$ cat config.mk
export PLATFORM = sky130hd
export DESIGN_NAME = dmem_bridge
export DESIGN_NICKNAME = d
export VERILOG_FILES = /design/src/rtl/dmem_bridge.sv
export SDC_FILE = /design/constraint.sdc
export NUM_CORES = 1
export LEC_CHECK = 0
export ABC_AREA = 1
export BUFFER_PORTS_ARGS = -buffer_cell sky130_fd_sc_hd__buf_2
export CAP_MARGIN = 20
export CORE_MARGIN = 4
export CORE_UTILIZATION = 35
export DETAILED_ROUTE_END_ITERATION = 6
export PLACE_DENSITY = 0.66
export SETUP_SLACK_MARGIN = 0.5
export SYNTH_ARGS = -nofsm -noshare
export SYNTH_HDL_FRONTEND = slang
export SYNTH_SLANG_ARGS = --single-unit
$ cat constraint.sdc
create_clock -name clk -period 4.1 [get_ports clk]
set_input_delay 1.23 -clock clk [delete_from_list [all_inputs] [get_ports clk]]
set_output_delay 1.23 -clock clk [all_outputs]
set_load 0.01 [all_outputs]
$ cat src/rtl/dmem_bridge.sv
// dmem_bridge: D-mem request pulse -> ready/valid bus, one dm_resp_valid per request, 2-cycle load-to-use on a zero-wait bus.
// Holds the request while bus_req_ready is low, aborts after TIMEOUT_CYCLES; define DMEM_BRIDGE_POSTED_WRITE_EN to ack stores early.
module dmem_bridge #(
  parameter int unsigned TIMEOUT_CYCLES = 256,
  parameter logic [63:0] ERR_RDATA      = 64'hFFFF_FFFF_FFFF_FFFF
) (
  input  logic        clk,
  input  logic        rst,
  input  logic [63:0] dm_req_addr,
  input  logic [63:0] dm_req_wdata,
  input  logic [7:0]  dm_req_wmask,
  input  logic        dm_req_wen,
  input  logic        dm_req_valid,
  output logic [63:0] dm_resp_rdata,
  output logic        dm_resp_valid,
  output logic [63:0] bus_req_addr,
  output logic [63:0] bus_req_wdata,
  output logic [7:0]  bus_req_wmask,
  output logic        bus_req_wen,
  output logic        bus_req_valid,
  input  logic        bus_req_ready,
  input  logic [63:0] bus_resp_rdata,
  input  logic        bus_resp_err,
  input  logic        bus_resp_valid,
  output logic        dm_bus_err,
  output logic        dm_busy
);

`ifdef DMEM_BRIDGE_POSTED_WRITE_EN
  localparam bit POSTED = 1'b1;
`else
  localparam bit POSTED = 1'b0;
`endif

  localparam int unsigned CW = ($clog2(TIMEOUT_CYCLES) > 8) ? $clog2(TIMEOUT_CYCLES) : 8;
  localparam logic [CW-1:0] CNT_LAST = CW'(TIMEOUT_CYCLES - 1);

  typedef enum logic [1:0] {IDLE, REQ, WAIT, DRAIN} state_t;

  state_t        state, state_nxt;
  logic [CW-1:0] cnt;

  logic [63:0] req_addr, req_wdata;
  logic [7:0]  req_wmask;
  logic        req_wen;

  logic        pend_vld;
  logic [63:0] pend_addr, pend_wdata;
  logic [7:0]  pend_wmask;
  logic        pend_wen;

  logic to_hit, resp_hit, exit_txn, issue_new, issue_pend, pend_set;
  logic is_posted, ack_now, pend_ok;
  logic unused_addr_lsb;

  assign unused_addr_lsb = ^dm_req_addr[2:0];

  assign bus_req_addr  = req_addr;
  assign bus_req_wdata = req_wdata;
  assign bus_req_wmask = req_wmask;
  assign bus_req_wen   = req_wen;
  assign dm_busy       = (state != IDLE);

  // A posted store is acknowledged in its first REQ cycle and completes silently afterwards.
  assign is_posted = POSTED && req_wen;
  assign ack_now   = is_posted && (state == REQ) && (cnt == '0);
  assign pend_ok   = (state == DRAIN) || (is_posted && (state == REQ || state == WAIT));

  assign to_hit    = (state == REQ || state == WAIT) && (cnt == CNT_LAST);
  assign resp_hit  = (state == WAIT) && bus_resp_valid;

  always_comb begin
    bus_req_valid = (state == REQ) && !to_hit;
    dm_resp_valid = 1'b0;
    dm_resp_rdata = '0;
    dm_bus_err    = 1'b0;
    // A real response beats a timeout that lands in the same cycle.
    if (resp_hit) begin
      dm_bus_err = bus_resp_err;
      if (!is_posted) begin
        dm_resp_valid = 1'b1;
        dm_resp_rdata = bus_resp_err ? ERR_RDATA : bus_resp_rdata;
      end
    end else if (to_hit) begin
      dm_bus_err = 1'b1;
      if (!is_posted) begin
        dm_resp_valid = 1'b1;
        dm_resp_rdata = ERR_RDATA;
      end
    end else if (ack_now) begin
      dm_resp_valid = 1'b1;
    end
  end

  always_comb begin
    state_nxt  = state;
    exit_txn   = 1'b0;
    issue_new  = 1'b0;
    issue_pend = 1'b0;
    pend_set   = 1'b0;
    case (state)
      IDLE: begin
        if (dm_req_valid) begin
          state_nxt = REQ;
          issue_new = 1'b1;
        end
      end
      REQ: begin
        if (to_hit)             exit_txn  = 1'b1;
        else if (bus_req_ready) state_nxt = WAIT;
      end
      WAIT: begin
        if (resp_hit)    exit_txn  = 1'b1;
        else if (to_hit) state_nxt = DRAIN;
      end
      DRAIN: begin
        if (bus_resp_valid) exit_txn = 1'b1;
      end
    endcase
    // Leaving a transaction goes straight to REQ when a request is waiting.
    if (exit_txn) begin
      if (pend_vld) begin
        state_nxt  = REQ;
        issue_pend = 1'b1;
      end else if (dm_req_valid && pend_ok) begin
        state_nxt = REQ;
        issue_new = 1'b1;
      end else begin
        state_nxt = IDLE;
      end
    end else if (dm_req_valid && pend_ok && !pend_vld) begin
      pend_set = 1'b1;
    end
  end

  always_ff @(posedge clk) begin
    if (!rst) begin
      state      <= IDLE;
      cnt        <= '0;
      req_addr   <= '0;
      req_wdata  <= '0;
      req_wmask  <= '0;
      req_wen    <= 1'b0;
      pend_vld   <= 1'b0;
      pend_addr  <= '0;
      pend_wdata <= '0;
      pend_wmask <= '0;
      pend_wen   <= 1'b0;
    end else begin
      state <= state_nxt;
      if (issue_new || issue_pend)
        cnt <= '0;
      else if (state == REQ || state == WAIT)
        cnt <= cnt + CW'(1);

      if (issue_new) begin
        req_addr  <= {dm_req_addr[63:3], 3'b000};
        req_wdata <= dm_req_wdata;
        req_wmask <= dm_req_wen ? dm_req_wmask : 8'h00;
        req_wen   <= dm_req_wen;
      end else if (issue_pend) begin
        req_addr  <= pend_addr;
        req_wdata <= pend_wdata;
        req_wmask <= pend_wmask;
        req_wen   <= pend_wen;
      end

      if (issue_pend) begin
        pend_vld <= 1'b0;
      end else if (pend_set) begin
        pend_vld   <= 1'b1;
        pend_addr  <= {dm_req_addr[63:3], 3'b000};
        pend_wdata <= dm_req_wdata;
        pend_wmask <= dm_req_wen ? dm_req_wmask : 8'h00;
        pend_wen   <= dm_req_wen;
      end
    end
  end

endmodule

==> flow_summary_export.csv <==
group,metric,value,unit
worst_setup_path,critical_path.endpoint,"dm_resp_rdata[1]",
power_and_ir_drop,p_sw_share,36.0,%
global_route,busiest_layer,"met2",
worst_setup_path,worst_ep_arrival_time,2.42,ns
sta,max_freq,0.274,GHz
worst_setup_path,crit_type,"flop to output port",
global_route,met3_usage,3.45,%
worst_setup_path,critPathCaptureType,"output port",
power_and_ir_drop,p_comb_share,33.9,%
sta,rsz0062_at_grt,"true",
die,die-height,196,um
power_and_ir_drop,power.density,595,mW/mm2
detailed_routing,firstDrtPassIters,5,
yosys,ys.flop_type,"dfxtp_1",
worst_setup_path,startpoint_type,"flop",
clock_tree,cts_buffers,31,
placement,io_buffers,405,
placement,place_ws,0.196,ns
sta,finalSetupViolations,0,
power_and_ir_drop,p_seq_share,36.8,%
sta,worstMarginPinSlew,0.586,ns
global_route,grt_max_degree,129,
die,die-area,0.0384,mm2
global_route,gr-usage-all-layers,19.8,%
power_and_ir_drop,p_sw,3530,uW
detailed_routing,drt-total-wl,42100,um
detailed_routing,wl_per_cell,15.7,um
yosys,synth_top_area_share,45.2,%
worst_setup_path,r2r_slack,1.09,ns
sta,min_period,3.65,ns
sta,layout_setup_ws,0.445,ns
layout,drive_gt1_share,25.4,%
power_and_ir_drop,p_leak,0.00848,uW
global_route,grt_pass1_wl,63300,um
flow_run,cap_viol_max_count,0,
worst_setup_path,rr_startpoint,"state[1]",
clock_tree,clockRootBuffer,"clkbuf_16",
global_route,grt_pass1_vias,11800,
yosys,synth_edf_count,0,
detailed_routing,vias,13000,
detailed_routing,viasPerCell,4.84,
clock_tree,cts.clk_slew.worst_paths,0.06,ns
sta,skew,0.0164,ns
clock_tree,holdBufCountCts,0,
detailed_routing,drt_iter0_drc,719,
yosys,synth_common_cells,"753 x nand2_1, 279 x dfxtp_1, 162 x o21ai_0, 146 x a21oi_1, 134 x inv_1",
power_and_ir_drop,clockPowerShare,29.3,%
power_and_ir_drop,p_int,6260,uW
yosys,async_flop_share,0,%
yosys,synth_cell_types,31,
detailed_routing,ant_nets,0,
placement,gp_congestion,0.789,
sta,period_share,89.1,%
die,core_area,0.0347,mm2
clock_tree,clock-sinks,279,
global_route,grt_overflow,0,
clock_tree,cts_buffer_depth,3,
worst_setup_path,cp.required,2.87,ns
worst_setup_path,r2r_end,"bus_req_wdata[29]",
global_route,use_met1,24.2,%
die,pin_count,412,
layout,syn2layout_area_growth,33.0,%
global_route,antenna_found_initial,8,
layout,nNetsFinal,2409,
yosys,synth_top_area_cell,"dfxtp_1",
worst_setup_path,rr_worst_depth,16,
die,start_util,35.6,%
sta,hold_viol_final,0,
yosys,ys_warn_count,0,
die,rows,68,
worst_setup_path,crit_start,"state[1]",
placement,dp_hpwl,26200,um
run_status,outcome,"complete, no violations",
yosys,synth_area_per_cell,6.69,um2
worst_hold_path,hold_path_depth,2,
yosys,syn-cell-area,0.0124,mm2
yosys,synth_cells,1847,
power_and_ir_drop,peakVddDrop,0.354,mV
worst_setup_path,crit_path_max_fanout,7,
layout,fillers,3445,
clock_tree,worstSkewPairLatency,0.57,ns
yosys,synth.most_common_cell,"nand2_1",
global_route,use_met2,35.0,%
yosys,synth_area_leaders,"dfxtp_1 45%, nand2_1 23%, o21ai_0 6.6%, a21oi_1 5.9%, inv_1 4.1%",
sta,tns,0,ns
detailed_routing,drc,0,
die,die_x,196,um
sta,max_slew_margin,60.8,%
clock_tree,cts_max_level,1,
sta,report.final.slew_viol_count,0,
worst_hold_path,min_path_type,"flop to flop",
yosys,ys_ff_latch,279,
clock_tree,cts_tree,"built",
yosys,synth_seq_area_share,45.2,%
==> worst max-delay path: stages (launching register included) <==
cell and delay [ns]:
dfxtp_4 0.36, inv_4 0.04, ha_4 0.27, nand2_4 0.05, nor2_4 0.09, inv_2 0.06
nor2_4 0.09, nand2_2 0.07, nand2_2 0.07, inv_2 0.06, a21oi_4 0.15, buf_12 0.14
buf_12 0.15, inv_6 0.06, nand2_1 0.07, buf_2 0.13
==> power groups by stage <==
| stage | Combinational [uW] | Clock (uW) | Sequential, uW |
|---|---|---|---|
| final | 3320 | 2870 | 3600 |
| after detailed placement | 3030 | 0 | 3650 |
| after floorplan | 1610 | 0 | 3840 |
| after global routing | 3680 | 3060 | 3670 |
| after global placement | 2990 | 0 | 3640 |
| after CTS | 3190 | 2950 | 3600 |
==> repair_timing <==
item / in CTS / in global routing
endpoints found under the setup margin: 66 / 65
pin swaps: 5 / 6
gates resized for setup: 53 / 73
gates cloned: 3 / 4
setup buffers: 16 / 4
==> how the worst min path moves through the flow <==
stage / slack (ns) / startpoint / end
CTS: 0.44 / bus_req_wdata[26] / bus_req_wdata[26]
global placement: 0.42 / bus_req_wdata[9] / bus_req_wdata[9]
detailed placement: 0.43 / bus_req_wdata[26] / bus_req_wdata[26]
global route: 0.46 / bus_req_addr[47] / bus_req_addr[47]
finish: 0.44 / bus_req_wdata[62] / bus_req_wdata[62]
floorplan: 0.42 / pend_addr[60] / pend_addr[60]
==> per-layer routing <==
metal	share of wire (%)	vias to the layer above
met1	41	5964
li1	-	6502
met4	4.0	0
met5	0	-
met2	49	418
met3	6.5	87
==> placed cells by master, fill, tap and decap left out, types with 12 or more instances in the layout <==
cell type,n
a21oi_1,146
buf_12,15
buf_2,373
buf_4,21
buf_6,33
clkbuf_16,32
dfxtp_1,277
inv_1,129
nand2_1,718
nand2_2,12
nand2_4,29
nand3_1,65
nand4_1,33
nor2_1,94
o21ai_0,162
==> cell families (layout without fill, tap and decap cells) <==
family	after synthesis	after routing	synth area share (%)
adders and majority gates	6	6	0.607
buffers and inverters	274	645	9.77
DFF	279	279	45.2
other	1	10	0.0303
AOI/OAI and AO/OA	318	318	12.9
and+or+nand+nor	965	965	31.2
xor gates and xnor gates	4	4	0.283
==> metrics by stage <==
step | hold slack, ns | instance area (um2) | cells | util [%] | total power, uW
detailed placement | 0.427 | 14600 | 2591 | 42.0 | 6690
global placement | 0.422 | 14600 | 2591 | 42.0 | 6620
finish | 0.440 | 16400 | 2682 | 47.4 | 9790
floorplan | 0.425 | 12400 | 1849 | - | 5450
global route | 0.457 | 16400 | 2682 | 47.4 | 10400
CTS | 0.443 | 16000 | 2667 | 46.1 | 9740
==> sequential cells by signal, summed over array words and instances (netlist names), 2 cells and up <==
signal and flops:
bus_req_wdata 64, pend_wdata 64, bus_req_addr 61, pend_addr 61, bus_req_wmask 8, cnt 8, pend_wmask 8, state 2
==> layout make-up <==
| cell class | instances | area [um2] | share of cell area, % |
|---|---|---|---|
| multi-input combinational | 1296 | 5830 | 35.5 |
| clock inverter | 18 | 213 | 1.29 |
| inverter | 139 | 557 | 3.39 |
| timing repair inverter | 6 | 92.6 | 0.563 |
| sequential | 279 | 5590 | 34.0 |
| clock buffer | 39 | 846 | 5.14 |
| timing repair buffer | 443 | 2720 | 16.6 |
| tap | 455 | 569 | 3.46 |
| antenna | 7 | 17.5 | 0.107 |
No activity file was read; power rests on OpenSTA's default activity.
